==> src/rtl/cpu_bus_initiator.sv <==
// cpu_bus_initiator
// Accepts one load/store request at a time from the load-store stage. It turns
// each request into a single transaction on the memory-mapped CPU bus and waits
// for the responder to complete. The finished request is reported back with a
// one-cycle response pulse that carries the extended load data or an error.
//
// Ports
//   clk, reset          single rising-edge clock, synchronous active-high reset
//   req_valid/req_ready request handshake; accepted when both are high
//   req_we              1 = store, 0 = load
//   req_size            00 byte, 01 half, 10 word, 11 illegal
//   req_unsigned        loads: 1 = zero-extend, 0 = sign-extend
//   req_addr, req_wdata byte address and right-aligned store data
//   resp_valid          one-cycle completion pulse
//   resp_rdata          extended load result (0 for stores and errors)
//   resp_err            misaligned, illegal size or bus timeout
//   bus_address/wdata   held bus fields for the whole transaction
//   bus_wlen            00 RD32, 01 WR8, 10 WR16, 11 WR32
//   bus_en_n            active-low one-cycle start strobe
//   bus_ready/bus_rdata responder completion handshake and read data

module cpu_bus_initiator #(
  parameter int TIMEOUT = 64
) (
  input  logic        clk,
  input  logic        reset,
  input  logic        req_valid,
  output logic        req_ready,
  input  logic        req_we,
  input  logic [1:0]  req_size,
  input  logic        req_unsigned,
  input  logic [31:0] req_addr,
  input  logic [31:0] req_wdata,
  output logic        resp_valid,
  output logic [31:0] resp_rdata,
  output logic        resp_err,
  output logic [31:0] bus_address,
  output logic [31:0] bus_wdata,
  output logic [1:0]  bus_wlen,
  output logic        bus_en_n,
  input  logic        bus_ready,
  input  logic [31:0] bus_rdata
);

  localparam int CW = $clog2(TIMEOUT + 1);
  localparam logic [CW-1:0] WAIT_LAST = CW'(TIMEOUT - 1);

  typedef enum logic [2:0] {IDLE, ISSUE, WAIT_LO, WAIT_HI, RESP} state_t;

  state_t        state;
  logic          lat_we;
  logic [1:0]    lat_size;
  logic          lat_unsigned;
  logic          lat_a0;
  logic [CW-1:0] wait_cnt;

  logic          req_bad;
  logic [1:0]    enc_wlen;
  logic [31:0]   enc_wdata;
  logic [7:0]    byte_sel;
  logic [31:0]   load_val;

  // A new request is only taken while idle and while the responder shows its
  // idle level, so a transaction abandoned by reset or timeout drains first.
  assign req_ready = (state == IDLE) && bus_ready;

  // Request decode: alignment check and the bus encoding of the access.
  always_comb begin
    req_bad   = (req_size == 2'b11) || ((req_size != 2'b00) && req_addr[0]);
    enc_wlen  = 2'b00;
    enc_wdata = 32'h0;
    if (req_we) begin
      case (req_size)
        2'b00:   begin enc_wlen = 2'b01; enc_wdata = {24'h0, req_wdata[7:0]};  end
        2'b01:   begin enc_wlen = 2'b10; enc_wdata = {16'h0, req_wdata[15:0]}; end
        default: begin enc_wlen = 2'b11; enc_wdata = req_wdata;                end
      endcase
    end
  end

  // Load extraction from the word on the bus; the responder has already moved
  // the addressed halfword into the low 16 bits, so only the byte lane varies.
  always_comb begin
    byte_sel = lat_a0 ? bus_rdata[15:8] : bus_rdata[7:0];
    case (lat_size)
      2'b00:   load_val = {{24{~lat_unsigned & byte_sel[7]}}, byte_sel};
      2'b01:   load_val = {{16{~lat_unsigned & bus_rdata[15]}}, bus_rdata[15:0]};
      default: load_val = bus_rdata;
    endcase
  end

  // Transaction sequencer. The bus fields change only on accept, so they stay
  // stable from the strobe until the response has been delivered.
  always_ff @(posedge clk) begin
    if (reset) begin
      state        <= IDLE;
      lat_we       <= 1'b0;
      lat_size     <= 2'b00;
      lat_unsigned <= 1'b0;
      lat_a0       <= 1'b0;
      wait_cnt     <= '0;
      bus_address  <= 32'h0;
      bus_wdata    <= 32'h0;
      bus_wlen     <= 2'b00;
      bus_en_n     <= 1'b1;
      resp_valid   <= 1'b0;
      resp_err     <= 1'b0;
      resp_rdata   <= 32'h0;
    end else begin
      resp_valid <= 1'b0;
      case (state)
        IDLE: begin
          if (req_valid && req_ready) begin
            lat_we       <= req_we;
            lat_size     <= req_size;
            lat_unsigned <= req_unsigned;
            lat_a0       <= req_addr[0];
            bus_address  <= req_addr;
            bus_wdata    <= enc_wdata;
            bus_wlen     <= enc_wlen;
            if (req_bad) begin
              state      <= RESP;
              resp_valid <= 1'b1;
              resp_err   <= 1'b1;
              resp_rdata <= 32'h0;
            end else begin
              state    <= ISSUE;
              bus_en_n <= 1'b0;
              wait_cnt <= '0;
            end
          end
        end
        ISSUE: begin
          bus_en_n <= 1'b1;
          state    <= WAIT_LO;
        end
        WAIT_LO: begin
          // bus_ready high here is the responder's idle level, not completion.
          wait_cnt <= wait_cnt + CW'(1);
          if (wait_cnt == WAIT_LAST) begin
            state      <= RESP;
            resp_valid <= 1'b1;
            resp_err   <= 1'b1;
            resp_rdata <= 32'h0;
          end else if (!bus_ready) begin
            state <= WAIT_HI;
          end
        end
        WAIT_HI: begin
          wait_cnt <= wait_cnt + CW'(1);
          if (bus_ready) begin
            state      <= RESP;
            resp_valid <= 1'b1;
            resp_err   <= 1'b0;
            resp_rdata <= lat_we ? 32'h0 : load_val;
          end else if (wait_cnt == WAIT_LAST) begin
            state      <= RESP;
            resp_valid <= 1'b1;
            resp_err   <= 1'b1;
            resp_rdata <= 32'h0;
          end
        end
        RESP: begin
          state <= IDLE;
        end
        default: begin
          state <= IDLE;
        end
      endcase
    end
  end

endmodule
==> config.mk <==
export PLATFORM = sky130hd
export DESIGN_NAME = cpu_bus_initiator
export DESIGN_NICKNAME = d
export VERILOG_FILES = /design/src/rtl/cpu_bus_initiator.sv
export SDC_FILE = /design/constraint.sdc
export NUM_CORES = 1
export LEC_CHECK = 0
export CORE_MARGIN = 5
export CORE_UTILIZATION = 41
export CTS_CLUSTER_DIAMETER = 120
export DETAILED_ROUTE_END_ITERATION = 10
export HOLD_SLACK_MARGIN = 0.12
export MAX_ROUTING_LAYER = met4
export PLACE_DENSITY_LB_ADDON = 0.3
export SLEW_MARGIN = 20
export SYNTH_ARGS = -nofsm -noshare
export SYNTH_HDL_FRONTEND = slang
export SYNTH_SLANG_ARGS = --single-unit
==> constraint.sdc <==
create_clock -name clk -period 1.8 [get_ports clk]
set_input_delay 0.27 -clock clk [delete_from_list [all_inputs] [get_ports clk]]
set_output_delay 0.27 -clock clk [all_outputs]
set_load 0.1 [all_outputs]
; Word-level counts from Yosys, hierarchy flattened
; Cells that the tools add are included.
[totals]
reg_bits = 116
inputBits = 104
out_inout_bits = 102
[op_classes]
add_sub_neg = 1
eq_ne = 12
mux = 35
bitwise = 3
reduce_logical = 17
[op_table]
columns = cell, n
row1 = $mux W32, 6
row2 = $pmux W32 S2, 2
row3 = $pmux W32 S3, 1
row4 = $mux W3, 6
row5 = $mux W7, 2
row6 = $pmux W7 S2, 1
row7 = $pmux W3 S4, 1
row8 = $reduce_and A3 Y1, 4
row9 = $mux W1, 10
row10 = $mux W8, 1
row11 = $add A7 B1 Y7 const B, 1
row12 = $eq A7 B6 Y1 const B, 1
row13 = $eq A3 B2 Y1 const B, 2
row14 = $ne A3 B3 Y1 const B, 2
row15 = $pmux W1 S3, 2
row16 = $reduce_bool A2 Y1, 3
row17 = $eq A2 B1 Y1 const B, 2
row18 = $logic_not A2 Y1, 2
row19 = $ne A2 B2 Y1 const B, 2
row20 = $pmux W2 S2, 1
row21 = $eq A3 B1 Y1 const B, 1
row22 = $logic_and A1 B1 Y1, 3
row23 = $logic_not A3 Y1, 1
row24 = $reduce_bool A3 Y1, 1
row25 = 9 further kinds, 10

; Longest topological paths before layout
; Gate-level depths: netlist (run 1).
[logic_depth]
word_depth = 6
depth_mapped = 7
depth_no_buf = 5

; Least setup slack after synthesis (run 1)
; OpenSTA, ideal clock, no wires.
[synth_path]
path_type = reg2out
from = reg state[1]
to = out req_ready
t_arrival_ns = 1.421
required_ns = 1.530
path_slack_ns = 0.109
stages_incl_launch_ff = 4
path_cell_list = dfxtp_1 > buf_2 > nor3_1 > and2_1
[synth_between]
elab_chain_cells = 2
[synth_lines]
columns = item, line
row1 = "start, declared", 50  ; state_t state;
row2 = "start signal, assigned", 96  ; state <= IDLE;
row3 = "start signal, assigned", 122  ; state <= RESP;
row4 = "start signal, assigned", 127  ; state <= ISSUE;
row5 = $logic_not A3 Y1, 65  ; assign req_ready = (state == IDLE) && bus_ready;
row6 = $logic_and A1 B1 Y1, 65
row7 = "end, declared", 28  ; output logic req_ready,
; No other way between the ends.

; Final worst setup path (run 1)
; Same ends and word-level chain as after synthesis.

==> metrics.csv, run 1 <==
metric;value;unit
Reg2Reg Depth;6;
Overflow after GRT;0;
GRT Util Overall;21.1;%
most frequent cells in the layout;135 x buf_4, 115 x dfxtp_1, 102 x clkdlybuf4s50_1;
Starting Density;41.5;%
first-pass GRT wire length;21.3;mm
CP endpoint kind;output port;
Achievable Freq;0.576;GHz
Slew @ Worst Pin;0.534;ns
reg-to-reg critical path endpoint;resp_rdata[27]$_SDFFE_PP0P_;
DPL Wire Length;10.3;mm
Worst Path Max Fanout;5;
Area Growth Syn to Fin;60.7;%
setup bufs post-CTS;0;
Power Density;981;mW/mm²
RSZ-0062 raised after global routing;no;
ys async rst share;0;%
multi-input combinational cell area;0.00201;mm²
row count;38;
routed vias;4488;
Leakage;2.91;nW
maximum capacitance violations;0;
Synth cell types;47;
cell total after placement;849;
R2R Setup Slk;0.12;ns
Die X;114;µm
initial antenna violation count;0;
nature of the critical path startpoint;register;
largest net degree at the start of global routing;52;
share of cells above drive strength 1;24.5;%
die area;0.0131;mm²
max incr delay on CP;0.35;ns
crit path from;state[1]$_SDFFE_PP0P_;
Yosys reg bits;115;
Syn Nets;605;
Cell Area, Synth;0.00448;mm²
Clock Latency Late Sink;0.52;ns
CP Cell Sequence;nor3_2, and2_4, buf_12;
Tmin final;1.73;ns
drt first-iter violations;260;
CTS clk-pin slew, worst paths;0.05;ns
Synth Area per Inst;8.95;µm²
Top FF cell, synth;dfxtp_1;
WHS Endpoint;bus_address[7]$_SDFFE_PP0P_;
vias in the first global route;4519;
DRC;0;
Final Hold Viols;0;
non-filler cells, final;882;
Reg area;0.00230;mm²
Post-Syn Instances;500;
WL final;13.8;mm
Post-synth EDFFs;0;
Buf/Inv on CP;1;
Worst path top cell family by delay;simple AND/OR/NAND/NOR gates;
IO buf count;205;
final layout net count;834;
post-route clock period utilization;96.4;%
critical path required time;1.53;ns
Yosys warnings;0;
Layout Utilization;66.6;%
n_diodes;0;
Avg WL per Cell;15.7;µm
Layout fillers;900;
htree depth;4;
Max rail drop VDD;0.702;mV
Placer Congestion;0.889;
Core Area;0.0108;mm²
commonest non-fill, non-tap cell in the layout;buf_4;
CP max-delay cell;dfxtp_1;
clock tree buffer depth;2;
Max Slew Vio Count;0;
root buf cell;clkbuf_8;
Worst Hold Depth;3;
Max Clock Skew;0.0106;ns
total CTS buffers;17;
min-delay src;req_addr[7];
critical path type;register to output port;
vias per cell;5.09;
First-pass DRT Iterations;4;
sequential fraction of the synthesis area;51.4;%
Die Ht;114;µm
final setup vio count;0;
clk sinks;115;
outcome;finished, final reports clean;
post-route ant nets;0;
WP data arrival;1.46;ns
Slew HR;64.4;%
io pins;206;
worst hold path type;primary input to register;
CTS tree;done;
Reg-to-Reg Start;wait_cnt[0]$_SDFFE_PP0P_;
-- what timing repair did --
action,in CTS,in global routing
hold buffers,1,0
pin swaps,1,0
hold endpoints to repair,1,0
gates resized for setup,1,1
endpoints found under the setup margin,1,1
-- cells by family (layout without fill, tap and decap cells) --
logic type	Yosys count	in the layout	share of synthesized area [%]
AOI/OAI and AO/OA	151	151	22.4
adders and majority gates	2	2	0.531
buffers and inverters	40	282	4.11
DFF	115	115	51.4
muxes	9	9	2.01
and+or+nand+nor	183	183	19.5
-- sequential cells by signal (all words and copies together), names as in the netlist --
signal	count
bus_address	32
bus_wdata	32
resp_rdata	32
wait_cnt	7
state	3
bus_wlen	2
lat_size	2
bus_en_n	1
lat_unsigned	1
lat_we	1
resp_err	1
resp_valid	1
-- power by group --
group          total, W  internal, W  switching [W]
registers       0.00268      0.00263      0.0000516
clock network   0.00298      0.00190        0.00108
logic           0.00139     0.000505       0.000890
-- cell type report --
cell class                 instances  share of cell area (%)
multi-input combinational        345                    27.9
timing repair buffer             244                    29.9
clock inverter                     4                   0.278
tap                              140                    2.44
sequential                       115                    32.0
clock buffer                      28                    7.17
inverter                           6                   0.313
-- through the flow --
step	hold WS, ns	TNS, ns	setup WS (ns)	instance area, µm²	power, W
finish	0.292	0	0.0654	7190	0.00706
global placement	0.439	-4.22	-0.157	6640	0.00411
floorplan	0.406	0	0.109	4480	0.00359
CTS	0.272	0	0.00827	7190	0.00713
global route	0.289	0	0.00430	7190	0.00733
detailed placement	0.447	-6.72	-0.213	6640	0.00412
-- worst min-delay path: cells and delay by family --
family,cells,cell delay [ns]
AO/OA/AOI/OAI,1,0.05
buffers and inverters,1,0.39
AND/OR/NAND/NOR,1,0.06
-- worst max path at each step --
stage / endpoint / slack (ns) / depth (start not counted)
2_1_floorplan: req_ready / 0.11 / 3
3_3_place_gp: bus_wdata[23]$_SDFFE_PP0P_ / -0.16 / 6
3_5_place_dp: bus_wdata[28]$_SDFFE_PP0P_ / -0.21 / 6
4_1_cts: req_ready / 0.008 / 3
5_1_grt: req_ready / 0.004 / 3
6_report: req_ready / 0.07 / 3
-- cells in the mapped netlist, types with 9 or more instances --
master     instances  area [µm²]
nand3_1           13        65.1
nand2_1           92         345
a21oi_1           64         320
dfxtp_1          115        2300
mux2i_1            9        90.1
nand2b_1          13        81.3
o21ai_0           16        80.1
nor2_1            36         135
o2bb2ai_1         16         140
a22o_1            10        87.6
a22oi_1           26         195
clkbuf_1          23        86.3
-- routing by layer --
metal	routed length, µm	part of all wire [%]	GRT usage [%]
met5	0	0	-
met4	271	2.0	9.82
met3	1200	8.7	7.08
met2	6810	49	34.5
met1	5560	40	23.1
Power figures use the tool's default switching activity.
==> run 2, diff against run 1 <==
--- a/config.mk
+++ b/config.mk
@@ -9,6 +9,7 @@
 export CORE_UTILIZATION = 41
 export CTS_CLUSTER_DIAMETER = 120
 export DETAILED_ROUTE_END_ITERATION = 10
+export GPL_TIMING_DRIVEN = 0
 export HOLD_SLACK_MARGIN = 0.12
 export MAX_ROUTING_LAYER = met4
 export PLACE_DENSITY_LB_ADDON = 0.3
==> metrics.csv, run 2 (synthesized netlist as in run 1, its figures left out) <==
metric;value;unit;change
n_diodes;0;;unchanged
Int Power;0.00528;W;+4.9%
Slew HR;61.2;%;-3.2 points
clk sinks;115;;unchanged
Final Hold Viols;0;;unchanged
post-route cell area;0.00754;mm²;+4.9%
Place WS;-0.723;ns;-0.510 ns
CTS tree;done;;
placed cell areas;0.00669;mm²;+0.81%
Tot Pwr;0.00742;W;+5.1%
first-pass GRT wire length;22.6;mm;+6.2%
largest net degree at the start of global routing;17;;-67%
Slew @ Worst Pin;0.579;ns;+0.0455 ns
maximum capacitance violations;0;;unchanged
Die Ht;114;µm;unchanged
outcome;finished, final reports clean;;
Leakage;2.71;nW;-7.0%
cell total after placement;844;;-0.59%
Area Growth Syn to Fin;68.5;%;
switch share;28.8;%;+0.13 points
WL final;14.6;mm;+5.7%
Layout fillers;856;;-4.9%
GRT Util Overall;22.4;%;+1.3 points
GR Util met1;25.0;%;+1.9 points
RSZ-0062 raised after global routing;yes;;
Layout Utilization;69.9;%;+3.2 points
met2 usage;37.6;%;+3.1 points
final setup vio count;0;;unchanged
nature of the critical path startpoint;register;;
htree depth;4;;unchanged
Core Area;0.0108;mm²;unchanged
CP endpoint kind;output port;;
most frequent cells in the layout;110 x dfxtp_1, 101 x clkdlybuf4s50_1, 100 x clkdlybuf4s15_2;;
row count;38;;unchanged
Worst Path Max Fanout;4;;-1
non-filler cells, final;881;;-0.11%
Achievable Freq;0.566;GHz;-1.8%
CP max-delay cell;dfxtp_2;;
Clock Power Share;45.3;%;+3.0 points
CP Cell Sequence;buf_6, nor3_4, and2_4, buf_12;;
Clock Latency Late Sink;0.52;ns;about the same
Sw Pwr;0.00214;W;+5.6%
die area;0.0131;mm²;unchanged
WP data arrival;1.50;ns;+0.04 ns
Regs by FF count;bus_address x32, bus_wdata x32, resp_rdata x32;;
vias per cell;5.19;;+1.9%
Tmin final;1.77;ns;+0.0326 ns
DRC;0;;unchanged
Starting Density;41.5;%;unchanged
share of cells above drive strength 1;24.0;%;-0.51 points
Max Slew Vio Count;0;;unchanged
Sequential Power Share;36.2;%;-1.8 points
routed vias;4569;;+1.8%
max incr delay on CP;0.33;ns;-0.02 ns
Power Density;984;mW/mm²;+0.25%
clock tree buffer depth;2;;unchanged
initial antenna violation count;0;;unchanged
post-route ant nets;0;;unchanged
First-pass DRT Iterations;5;;+1
GR peak layer;met2;;
critical path type;register to output port;;
CTS clk-pin slew, worst paths;0.06;ns;about the same
critical path required time;1.53;ns;about the same
Overflow after GRT;0;;unchanged
vias in the first global route;4673;;+3.4%
Placer Congestion;0.866;;-2.6%
final layout net count;833;;-0.12%
met3 usage;7.77;%;+0.69 points
Max rail drop VDD;0.531;mV;-24%
combinational share of power;18.5;%;-1.3 points
Avg WL per Cell;16.6;µm;+5.9%
DPL Wire Length;10.9;mm;+5.9%
commonest non-fill, non-tap cell in the layout;dfxtp_1;;
Die X;114;µm;unchanged
drt first-iter violations;236;;-9.2%
total CTS buffers;17;;unchanged
Max Clock Skew;0.0147;ns;+0.00408 ns
root buf cell;clkbuf_8;;
R2R Setup Slk;0.09;ns;-0.03 ns
worst hold path type;primary input to register;;
IO buf count;204;;-0.49%
io pins;206;;unchanged
post-route clock period utilization;98.2;%;+1.8 points
fin worst setup slack;0.0328;ns;-0.0326 ns
-- run 2: through the flow --
step | setup TNS [ns] | hold slack (ns)
3_5_place_dp | -41.70 | 0.445
4_1_cts | -0.977 | 0.285
5_1_grt | -0.0209 | 0.287
2_1_floorplan | 0 | 0.406
3_3_place_gp | -40.40 | 0.438
6_report | 0 | 0.298
-- run 2: layer usage --
layer,wire [µm],part of all wire [%],up-vias
met5,0,0,-
met3,1290,8.8,12
met2,7340,50,192
met4,151,1.0,0
met1,5850,40,2143
li1,-,-,2222
-- run 2: final timing paths --
kind	end	start	depth (start not counted)
setup / recovery	req_ready	state[1]$_SDFFE_PP0P_	4
hold / removal	bus_address[10]$_SDFFE_PP0P_	req_addr[10]	3
setup reg to reg	wait_cnt[5]$_SDFFE_PP0P_	state[0]$_SDFFE_PP0P_	5
hold reg to reg	bus_address[26]$_SDFFE_PP0P_	bus_address[26]$_SDFFE_PP0P_	2
-- run 2: final cells by class --
type	count	area, µm²	area share, %
plain buffers	34	180	2.39
flip-flops and latches	115	2310	30.6
repair buffers	209	2210	29.4
clock inverters	12	156	2.07
inverters	6	22.5	0.299
well taps	140	175	2.32
multi-input cells	345	2040	27.1
clock buffers	20	445	5.90
-- run 2: what timing repair did --
item	4_1_cts	5_1_grt
buffers inserted	1	4
hold buffers	0	0
setup endpoints to repair	171	95
gates resized for setup	320	29
pin swaps	1	3
-- run 2: worst max-delay path: cells and delay by family, from the launching register on --
family,cells,cell delay [ns]
AND/OR/NAND/NOR,2,0.36
flip-flops,1,0.33
buffers and inverters,2,0.30
-- run 2: power groups by stage --
| stage | sequential, W | combinational, W | clock, W |
|---|---|---|---|
| after floorplan | 0.00320 | 0.000385 | 0 |
| after global placement | 0.00273 | 0.00133 | 0 |
| after detailed placement | 0.00273 | 0.00135 | 0 |
| after CTS | 0.00268 | 0.00135 | 0.00341 |
| after global routing | 0.00269 | 0.00145 | 0.00354 |
| final | 0.00268 | 0.00138 | 0.00336 |
==> run 3, diff against run 2 <==
--- a/config.mk
+++ b/config.mk
@@ -17,3 +17,4 @@
 export SYNTH_ARGS = -nofsm -noshare
 export SYNTH_HDL_FRONTEND = slang
 export SYNTH_SLANG_ARGS = --single-unit
+export TNS_END_PERCENT = 1
==> metrics.csv, run 3 (synthesized netlist as in run 1, its figures left out) <==
metric;value;unit;change
First-pass DRT Iterations;4;;-1
n_diodes;0;;unchanged
drt first-iter violations;220;;-6.8%
R2R Setup Slk;0.06;ns;-0.03 ns
largest net degree at the start of global routing;17;;unchanged
clk sinks;115;;unchanged
met3 routed WL;1.20;mm;-6.7%
WL final;14.6;mm;-0.23%
Die Ht;114;µm;unchanged
placed cell areas;0.00669;mm²;unchanged
root buf cell;clkbuf_8;;
RSZ-0062 raised after global routing;yes;;
Leakage;2.65;nW;-2.2%
worst hold path type;primary input to register;;
routed vias;4495;;-1.6%
htree depth;4;;unchanged
Regs by FF count;bus_address x32, bus_wdata x32, resp_rdata x32;;
Final Hold Viols;0;;unchanged
DPL Wire Length;10.9;mm;unchanged
die area;0.0131;mm²;unchanged
final layout net count;828;;-0.60%
fin worst setup slack;-0.0559;ns;-0.0887 ns
vias per cell;5.13;;-1.1%
share of cells above drive strength 1;22.3;%;-1.7 points
first-pass GRT wire length;22.7;mm;+0.12%
WHS;0.302;ns;+0.00414 ns
met2 WL post-DR;7.19;mm;-2.0%
GRT Util Overall;22.4;%;about the same
Clock Latency Late Sink;0.51;ns;about the same
post-route ant nets;0;;unchanged
Placer Congestion;0.866;;unchanged
Worst path top cell family by delay;simple AND/OR/NAND/NOR gates;;
max incr delay on CP;0.32;ns;about the same
CP Cell Sequence;buf_4, nor3_2, and2_1, buf_12;;
post-route clock period utilization;103;%;+4.9 points
initial antenna violation count;0;;unchanged
Starting Density;41.5;%;unchanged
critical path required time;1.53;ns;about the same
post-route cell area;0.00747;mm²;-1.0%
CTS tree;done;;
Overflow after GRT;0;;unchanged
maximum capacitance violations;0;;unchanged
failing checks;negative setup slack;;
WP data arrival;1.59;ns;+0.09 ns
CTS clk-pin slew, worst paths;0.06;ns;about the same
Slew @ Worst Pin;0.582;ns;+0.00262 ns
Worst Path Max Fanout;10;;+6
Tmin final;1.86;ns;+0.0887 ns
final setup vio count;1;;+1
commonest non-fill, non-tap cell in the layout;dfxtp_1;;
CP max-delay cell;dfxtp_1;;
DRC;0;;unchanged
total CTS buffers;17;;unchanged
vias in the first global route;4678;;+0.11%
Buf/Inv on CP;2;;unchanged
Die X;114;µm;unchanged
critical path type;register to output port;;
Max Slew Vio Count;0;;unchanged
Slew HR;61.0;%;-0.18 points
nature of the critical path startpoint;register;;
outcome;finished with violations;;
io pins;206;;unchanged
row count;38;;unchanged
most frequent cells in the layout;112 x dfxtp_1, 102 x clkdlybuf4s50_1, 99 x clkdlybuf4s15_2;;
Max rail drop VDD;0.526;mV;-1.0%
Max Clock Skew;0.00708;ns;-0.00758 ns
CP endpoint kind;output port;;
setup_tns;-0.0559;ns;-0.0559 ns
Area Growth Syn to Fin;66.8;%;
highest routed layer;met4;;
clock tree buffer depth;2;;unchanged
Power Density;991;mW/mm²;+0.73%
post-cts hold buffer count;0;;unchanged
met1 WL;6.05;mm;+3.3%
Core Area;0.0108;mm²;unchanged
Avg WL per Cell;16.7;µm;+0.34%
Achievable Freq;0.539;GHz;-4.8%
IO buf count;204;;unchanged
run 3: metal layers:
metal	global-route usage, %	vias up
li1	-	2210
met1	25.0	2100
met3	7.77	10
met2	37.6	175
met5	-	-
met4	6.73	0
run 3: area by class of cell:
class,count,area [µm²]
clock buffer,20,445
tap,140,175
fill,877,3320
timing repair buffer,204,2170
buffer,34,166
multi-input combinational,345,2030
inverter,6,22.5
sequential,115,2310
clock inverter,12,156
run 3: timing repair:
item                                    4_1_cts  5_1_grt
endpoints found under the setup margin      171       99
pin swaps                                     2        2
gates resized for setup                     319        9
setup buffers                                 0        0
run 3: path summary, 6_finish.rpt:
check	from	end	cells past startpoint
worst max register to register	bus_address[0]$_SDFFE_PP0P_	resp_rdata[22]$_SDFFE_PP0P_	5
worst min register to register	bus_address[27]$_SDFFE_PP0P_	bus_address[27]$_SDFFE_PP0P_	2
worst min-delay path	req_addr[10]	bus_address[10]$_SDFFE_PP0P_	3
worst max-delay path	state[1]$_SDFFE_PP0P_	req_ready	4
run 3: report_power, final:
part / internal, W / leakage [nW] / total [W] / switching, W
sequential: 0.00263 / 0.933 / 0.00268 / 0.0000536
clock: 0.00218 / 0.283 / 0.00337 / 0.00119
combinational: 0.000454 / 1.43 / 0.00135 / 0.000898
total: 0.00526 / 2.65 / 0.00740 / 0.00214
run 3: worst register-to-register path: cells and delay by family (launching register included):
kind                   cells  cell delay [ns]
AO/OA/AOI/OAI              2             0.62
AND/OR/NAND/NOR            2             0.41
flip-flops                 1             0.40
buffers and inverters      1             0.20
run 3: metrics by stage:
step | instances | utilization, % | total power, W | setup WS, ns
global route | 876 | 69.2 | 0.00766 | -0.161
global placement | 844 | 62.0 | 0.00406 | -0.711
detailed placement | 844 | 62.0 | 0.00408 | -0.723
CTS | 876 | 69.1 | 0.00744 | -0.205
finish | 876 | 69.2 | 0.00740 | -0.0559
floorplan | 500 | - | 0.00359 | 0.109
